--- src/rtl/gba_bus_pkg.sv ---
// rtl/gba_bus_pkg.sv - shared bus encodings, address-mode and DMA state types
//
// Purpose: definitions shared by the CPU memory bus initiators and responders.
//   MEM_SIZE_*  : bus size encodings driven on the size port
//   addr_mode_t : per-transfer address step mode (mode value 3 behaves as FIXED)
//   dma_state_t : dma_bus_master sequencing states
//   dma_align   : forces an address onto a halfword or word boundary
package gba_bus_pkg;

  localparam logic [1:0] MEM_SIZE_BYTE = 2'd0;
  localparam logic [1:0] MEM_SIZE_HALF = 2'd1;
  localparam logic [1:0] MEM_SIZE_WORD = 2'd2;
  localparam logic [1:0] MEM_SIZE_RESR = 2'd3;

  typedef enum logic [1:0] {
    ADDR_INC   = 2'd0,
    ADDR_DEC   = 2'd1,
    ADDR_FIXED = 2'd2
  } addr_mode_t;

  typedef enum logic [1:0] {
    DMA_IDLE  = 2'd0,
    DMA_READ  = 2'd1,
    DMA_WRITE = 2'd2,
    DMA_DRAIN = 2'd3
  } dma_state_t;

  // Low address bits are cleared so every unit sits on its natural boundary.
  function automatic logic [31:0] dma_align(input logic [31:0] a, input logic half);
    return half ? {a[31:1], 1'b0} : {a[31:2], 2'b00};
  endfunction

endpackage

--- src/rtl/dma_addr_step.sv ---
// rtl/dma_addr_step.sv - combinational next-address calculation for one DMA pointer
//
// Purpose: advances a source or destination pointer by one unit.
// Ports:
//   addr_i [31:0] : current pointer
//   mode_i [1:0]  : ADDR_INC / ADDR_DEC / ADDR_FIXED (3 behaves as FIXED)
//   half_i        : 1 = halfword units (stride 2), 0 = word units (stride 4)
//   addr_o [31:0] : pointer for the next unit, modulo 2^32
module dma_addr_step
  import gba_bus_pkg::*;
(
  input  logic [31:0] addr_i,
  input  logic [1:0]  mode_i,
  input  logic        half_i,
  output logic [31:0] addr_o
);

  logic [31:0] stride;

  always_comb begin
    stride = half_i ? 32'd2 : 32'd4;
    case (mode_i)
      ADDR_INC: addr_o = addr_i + stride;
      ADDR_DEC: addr_o = addr_i - stride;
      default:  addr_o = addr_i;
    endcase
  end

endmodule

--- src/rtl/dma_bus_master.sv ---
// rtl/dma_bus_master.sv - single-channel bus initiator copying halfword/word blocks
//
// Purpose: copies cfg_cnt units (0 means 2^CNT_W) from a source region to a
//   destination region with alternating read and write address phases.
// Ports:
//   clk, rst                       : clock, asynchronous active-high reset
//   start                          : request, accepted in IDLE when pause=0
//   cfg_src, cfg_dst               : start addresses, aligned on accept
//   cfg_cnt [CNT_W-1:0]            : unit count
//   cfg_half                       : 1 = halfword units, 0 = word units
//   cfg_src_mode, cfg_dst_mode     : INC=0, DEC=1, FIXED=2 (3 = FIXED)
//   addr, wdata, size, write       : bus address phase / write data (registered)
//   rdata                          : bus read data, the cycle after a read address
//   pause, abort                   : responder stall / responder error
//   busy, done, err                : status; done and err are one-cycle pulses
module dma_bus_master
  import gba_bus_pkg::*;
#(
  parameter int CNT_W = 16
) (
  input  logic             clk,
  input  logic             rst,
  input  logic             start,
  input  logic [31:0]      cfg_src,
  input  logic [31:0]      cfg_dst,
  input  logic [CNT_W-1:0] cfg_cnt,
  input  logic             cfg_half,
  input  logic [1:0]       cfg_src_mode,
  input  logic [1:0]       cfg_dst_mode,
  output logic [31:0]      addr,
  output logic [31:0]      wdata,
  output logic [1:0]       size,
  output logic             write,
  input  logic [31:0]      rdata,
  input  logic             pause,
  input  logic             abort,
  output logic             busy,
  output logic             done,
  output logic             err
);

  localparam logic [CNT_W-1:0] CNT_ONE = {{(CNT_W-1){1'b0}}, 1'b1};

  dma_state_t       state_q, state_d;
  logic [31:0]      src_q, src_d;
  logic [31:0]      dst_q, dst_d;
  logic [CNT_W-1:0] cnt_q, cnt_d;
  logic             half_q, half_d;
  logic [1:0]       src_mode_q, src_mode_d;
  logic [1:0]       dst_mode_q, dst_mode_d;
  logic [31:0]      addr_q, addr_d;
  logic [31:0]      wdata_q, wdata_d;
  logic [1:0]       size_q, size_d;
  logic             write_q, write_d;
  logic             busy_q, busy_d;
  logic             done_q, done_d;
  logic             err_q, err_d;

  logic [31:0]      src_next;
  logic [31:0]      dst_next;
  logic [31:0]      src_start;
  logic [31:0]      dst_start;
  logic [15:0]      rd_half;

  dma_addr_step u_src_step (
    .addr_i (src_q),
    .mode_i (src_mode_q),
    .half_i (half_q),
    .addr_o (src_next)
  );

  dma_addr_step u_dst_step (
    .addr_i (dst_q),
    .mode_i (dst_mode_q),
    .half_i (half_q),
    .addr_o (dst_next)
  );

  assign src_start = dma_align(cfg_src, cfg_half);
  assign dst_start = dma_align(cfg_dst, cfg_half);

  // The lane is chosen by the address of the read that produced rdata; src_q
  // only steps when leaving WRITE, so it still names that read here.
  assign rd_half = src_q[1] ? rdata[31:16] : rdata[15:0];

  always_comb begin
    state_d    = state_q;
    src_d      = src_q;
    dst_d      = dst_q;
    cnt_d      = cnt_q;
    half_d     = half_q;
    src_mode_d = src_mode_q;
    dst_mode_d = dst_mode_q;
    addr_d     = addr_q;
    wdata_d    = wdata_q;
    size_d     = size_q;
    write_d    = write_q;
    busy_d     = busy_q;
    // Pulses hold too while paused; they are cleared only on a live cycle.
    done_d     = done_q;
    err_d      = err_q;

    if (!pause) begin
      done_d = 1'b0;
      err_d  = 1'b0;

      case (state_q)
        DMA_IDLE: begin
          if (start) begin
            state_d    = DMA_READ;
            src_d      = src_start;
            dst_d      = dst_start;
            cnt_d      = cfg_cnt;
            half_d     = cfg_half;
            src_mode_d = cfg_src_mode;
            dst_mode_d = cfg_dst_mode;
            size_d     = cfg_half ? MEM_SIZE_HALF : MEM_SIZE_WORD;
            addr_d     = src_start;
            write_d    = 1'b0;
            busy_d     = 1'b1;
          end
        end

        DMA_READ: begin
          state_d = DMA_WRITE;
          addr_d  = dst_q;
          write_d = 1'b1;
        end

        DMA_WRITE: begin
          // Read data of the preceding READ is on rdata now; it becomes the
          // write data presented during the next cycle.
          wdata_d = half_q ? {rd_half, rd_half} : rdata;
          src_d   = src_next;
          dst_d   = dst_next;
          cnt_d   = cnt_q - CNT_ONE;
          write_d = 1'b0;
          // A count of zero wraps through all ones, giving 2^CNT_W units.
          if (cnt_q != CNT_ONE) begin
            state_d = DMA_READ;
            addr_d  = src_next;
          end else begin
            state_d = DMA_DRAIN;
          end
        end

        DMA_DRAIN: begin
          state_d = DMA_IDLE;
          busy_d  = 1'b0;
          done_d  = 1'b1;
        end

        default: begin
          state_d = DMA_IDLE;
          write_d = 1'b0;
          busy_d  = 1'b0;
        end
      endcase

      // Responder error ends the block at once and discards what is left.
      if (abort && (state_q != DMA_IDLE)) begin
        state_d = DMA_IDLE;
        write_d = 1'b0;
        busy_d  = 1'b0;
        done_d  = 1'b0;
        err_d   = 1'b1;
      end
    end
  end

  always_ff @(posedge clk or posedge rst) begin
    if (rst) begin
      state_q    <= DMA_IDLE;
      src_q      <= 32'd0;
      dst_q      <= 32'd0;
      cnt_q      <= '0;
      half_q     <= 1'b0;
      src_mode_q <= 2'd0;
      dst_mode_q <= 2'd0;
      addr_q     <= 32'd0;
      wdata_q    <= 32'd0;
      size_q     <= MEM_SIZE_WORD;
      write_q    <= 1'b0;
      busy_q     <= 1'b0;
      done_q     <= 1'b0;
      err_q      <= 1'b0;
    end else begin
      state_q    <= state_d;
      src_q      <= src_d;
      dst_q      <= dst_d;
      cnt_q      <= cnt_d;
      half_q     <= half_d;
      src_mode_q <= src_mode_d;
      dst_mode_q <= dst_mode_d;
      addr_q     <= addr_d;
      wdata_q    <= wdata_d;
      size_q     <= size_d;
      write_q    <= write_d;
      busy_q     <= busy_d;
      done_q     <= done_d;
      err_q      <= err_d;
    end
  end

  assign addr  = addr_q;
  assign wdata = wdata_q;
  assign size  = size_q;
  assign write = write_q;
  assign busy  = busy_q;
  assign done  = done_q;
  assign err   = err_q;

endmodule

--- config.mk ---
export PLATFORM = sky130hd
export DESIGN_NAME = dma_bus_master
export DESIGN_NICKNAME = d
export VERILOG_FILES = /design/src/rtl/gba_bus_pkg.sv /design/src/rtl/dma_addr_step.sv /design/src/rtl/dma_bus_master.sv
export SDC_FILE = /design/constraint.sdc
export NUM_CORES = 1
export LEC_CHECK = 0
export CELL_PAD_IN_SITES_DETAIL_PLACEMENT = 1
export CELL_PAD_IN_SITES_GLOBAL_PLACEMENT = 1
export CORE_MARGIN = 3
export CORE_UTILIZATION = 30
export CTS_BUF_LIST = sky130_fd_sc_hd__clkbuf_4
export CTS_CLUSTER_DIAMETER = 100
export DETAILED_ROUTE_END_ITERATION = 6
export DONT_BUFFER_PORTS = 1
export PLACE_DENSITY = 0.6
export SKIP_CTS_REPAIR_TIMING = 1
export SYNTH_ARGS = -nofsm -noshare
export SYNTH_HDL_FRONTEND = slang
export SYNTH_SLANG_ARGS = --single-unit
--- constraint.sdc ---
create_clock -name clk -period 6.5 [get_ports clk]
set_clock_uncertainty 0.05 [all_clocks]
set_input_delay 1.3 -clock clk [delete_from_list [all_inputs] [get_ports clk]]
set_output_delay 1.3 -clock clk [all_outputs]
set_load 0.02 [all_outputs]
==> results.md <==
* Fin crit period at 4134 ps
* Sw Share at 54.06%
* Worst path bufs/invs at 3
* FP Rows at 69
* Drt drc at 0
* Hold path endpoint: src_q[2]
* Crit Path Max Fanout at 61
* Pre-antenna DRT Iters at 5
* First-pass GRT wire length at 61180 µm
* RR Endpoint: addr[30]
* Initial antenna violation count at 5
* Congestion Overflow GR at 0
* Clock sinks at 154
* Avg WL per Cell at 22.39 µm
* Worst EP arrival at 4640 ps
* Clock power share at 9.9%
* Final Wtd Congestion at 0.8895
* Leakage power at 4.822 nW
* Vias/cell at 5.722
* Layout cells sized above 1 at 7.220%
* Clock root cell: clkbuf_4
* Hold/Removal Path Class: reg2reg
* Worst Max-Slew Pin Slew at 1046 ps
* Cell count after synthesis at 1357
* Reg2reg path depth at 10
* Setup TNS at 0 ps
* Max cap viols at 0
* Syn Area/Cell at 8.181 µm²
* Crit-path cells: inv_1 > ha_4 > inv_2 > or4b_2 > nor4_1 > nor3_2 > buf_4 > nand2_1 > a21oi_1 > a31oi_1
* CP max stage delay at 820 ps
* Met1 Use GR at 26.96%
* Most frequent cells in the layout: dfrtp_1 (153), nand2_1 (148), o21ai_0 (132), nor2_1 (127), a21oi_1 (123)
* Placed Area at 0.01141 mm²
* Origin of the critical flop-to-flop path: state_q[0]
* #FFs+latches synth at 154
* EDFF count, synth at 0
* Layout Utilization at 32.51%
* Nets at 1451
* Final Setup Violations at 0
* Sequential share of power at 35.8%
* Gate power share at 54.3%
* CTS clk-pin slew, worst paths at 160 ps
* Core area at 0.03600 mm²
* Period utilization at 63.61%
* Post-DRT Antenna Nets at 0
* Post-DP HPWL at 28880 µm
* CP Capture Type: flop
* Commonest non-fill, non-tap cell in the layout: dfrtp_1
* Io pins at 192
* Slew headroom at 30.10%
* Max VDD drop at 0.1815 mV
* R2r setup slk at 2370 ps
* Pint at 2.993 mW
* Design Area, Final at 0.01170 mm²
* GRT met3 Usage at 6.504%
* Worst-Skew Late Latency at 630 ps
* Htree depth at 4
* Hold Fails Final Rpt at 0
* Net switching power at 3.523 mW
* Vias in the first global route at 10130
* DIE AREA at 0.03935 mm²
* CP Launch Type: flop
* Fmax at 241.9 MHz
* Hold path cells at 2
* Largest net degree at the start of global routing at 75
* GR Util met2 at 31.04%
* Synth cell types at 80
* Final wirelength at 39510 µm
* PortBufs at 0
* Synth Cell Area at 0.01110 mm²
* Initial Util at 30.84%
* Power Density at 556.8 mW/mm²
* CTS tree: done
* Kind of critical path: reg2reg
* Sequential element share of the synthesized area at 34.72%
* Syn_nets at 1519
* Layout fillers at 4221
* Ys flop type: dfrtp_1
* Longest Clk Path Bufs at 2
* Worst path top cell family by delay: simple AND/OR/NAND/NOR gates
* WP data required at 7010 ps
* TritonCTS Buffers at 17
* Final Max Slew Viols at 0
* Most Crowded Layer GR: met2
* Tot GR Track Use at 19.93%
* Hold Crit Start: src_q[2]
* Synth Warn # at 0
* Synth async-reset ratio at 100.0%
* DIE HEIGHT at 198.4 µm
* Slowest CP cell: nand2_1
* Die X at 198.4 µm
* RSZ-0062 raised after global routing: no
* Outcome: complete, no violations
* Initial drt markers at 613
* Area growth, synth to finish at 5.410%
* Total number of vias at 10100
-- per-stage QoR --
stage | hold slack [ps] | cells | power (mW) | setup slack, ps
final | 493.8 | 1765 | 6.516 | 2366
after global routing | 529.9 | 1764 | 7.116 | 1949
after CTS | 497.0 | 1763 | 6.568 | 2328
after detailed placement | 462.1 | 1731 | 5.893 | 2372
after global placement | 450.4 | 1731 | 5.788 | 2406
after floorplan | 417.7 | 1357 | 4.873 | 1002
-- layout make-up --
cell class	count	area [µm²]	share of cell area [%]
Inverter	28	110.1	0.9409
Tap cell	461	576.8	4.929
Multi-Input combinational cell	1071	6741	57.61
Antenna cell	2	5.005	0.04277
Clock inverter	15	158.9	1.358
Clock buffer	17	127.6	1.091
Sequential cell	154	3855	32.94
Timing Repair Buffer	17	127.6	1.091
-- per-layer routing --
metal / vias to the layer above / wire (µm)
met4: 6 / 572
li1: 4814 / -
met3: 39 / 2702
met1: 5049 / 17940
met5: - / 41
met2: 192 / 18250
-- cells in the mapped netlist, drive strengths merged (21+ instances only) --
library cell  number  area [µm²]
or3               21       151.4
a21oi            126       638.1
a211oi            27       202.7
inv               27       101.4
nand3             40       200.2
ha                40       500.5
nand2            148       555.5
clkbuf            77       289.0
xnor2             35       306.5
nor3              22       115.1
nor2             127       476.7
o21ai            135       679.4
buf               27       148.9
dfrtp            153        3829
mux2i             64       640.6
-- cell families after synthesis --
group	count (synthesis)	synth area share, %
simple gates	462	19.82
compound gates	439	24.77
flops	154	34.72
buf+inv	132	4.891
mux	76	7.021
xor+xnor	54	4.260
fa+ha+maj	40	4.508
-- flip-flops by register name (all words and copies together), names as in the netlist, 2 cells and up --
name,flops
dst_q,31
src_q,31
size,2
cnt_q,16
dst_mode_q,2
addr,32
state_q,2
src_mode_q,2
wdata,32
-- tightest hold or removal path, delay by kind of cell (launching register included) --
family / cells / cell delay (ps)
simple gates: 1 / 50
flops: 1 / 410
compound gates: 1 / 60
-- power by group through the flow --
stage	Sequential (mW)	Clock (mW)	Combinational (mW)
floorplan	1.94	0	2.93
global placement	2.34	0	3.44
detailed placement	2.35	0	3.54
CTS	2.33	0.674	3.56
global route	2.41	0.713	3.99
finish	2.33	0.642	3.54
-- how the worst max path moves through the flow --
stage | from | slack [ps] | endpoint | cells past startpoint
global route | state_q[0] | 1950 | addr[9] | 11
floorplan | rst | 1000 | addr[0] | 1
finish | state_q[0] | 2370 | addr[30] | 10
CTS | state_q[0] | 2330 | addr[8] | 11
global placement | state_q[0] | 2410 | addr[30] | 10
detailed placement | state_q[0] | 2370 | addr[10] | 11
Note: power is estimated with default switching activity, not from simulation.
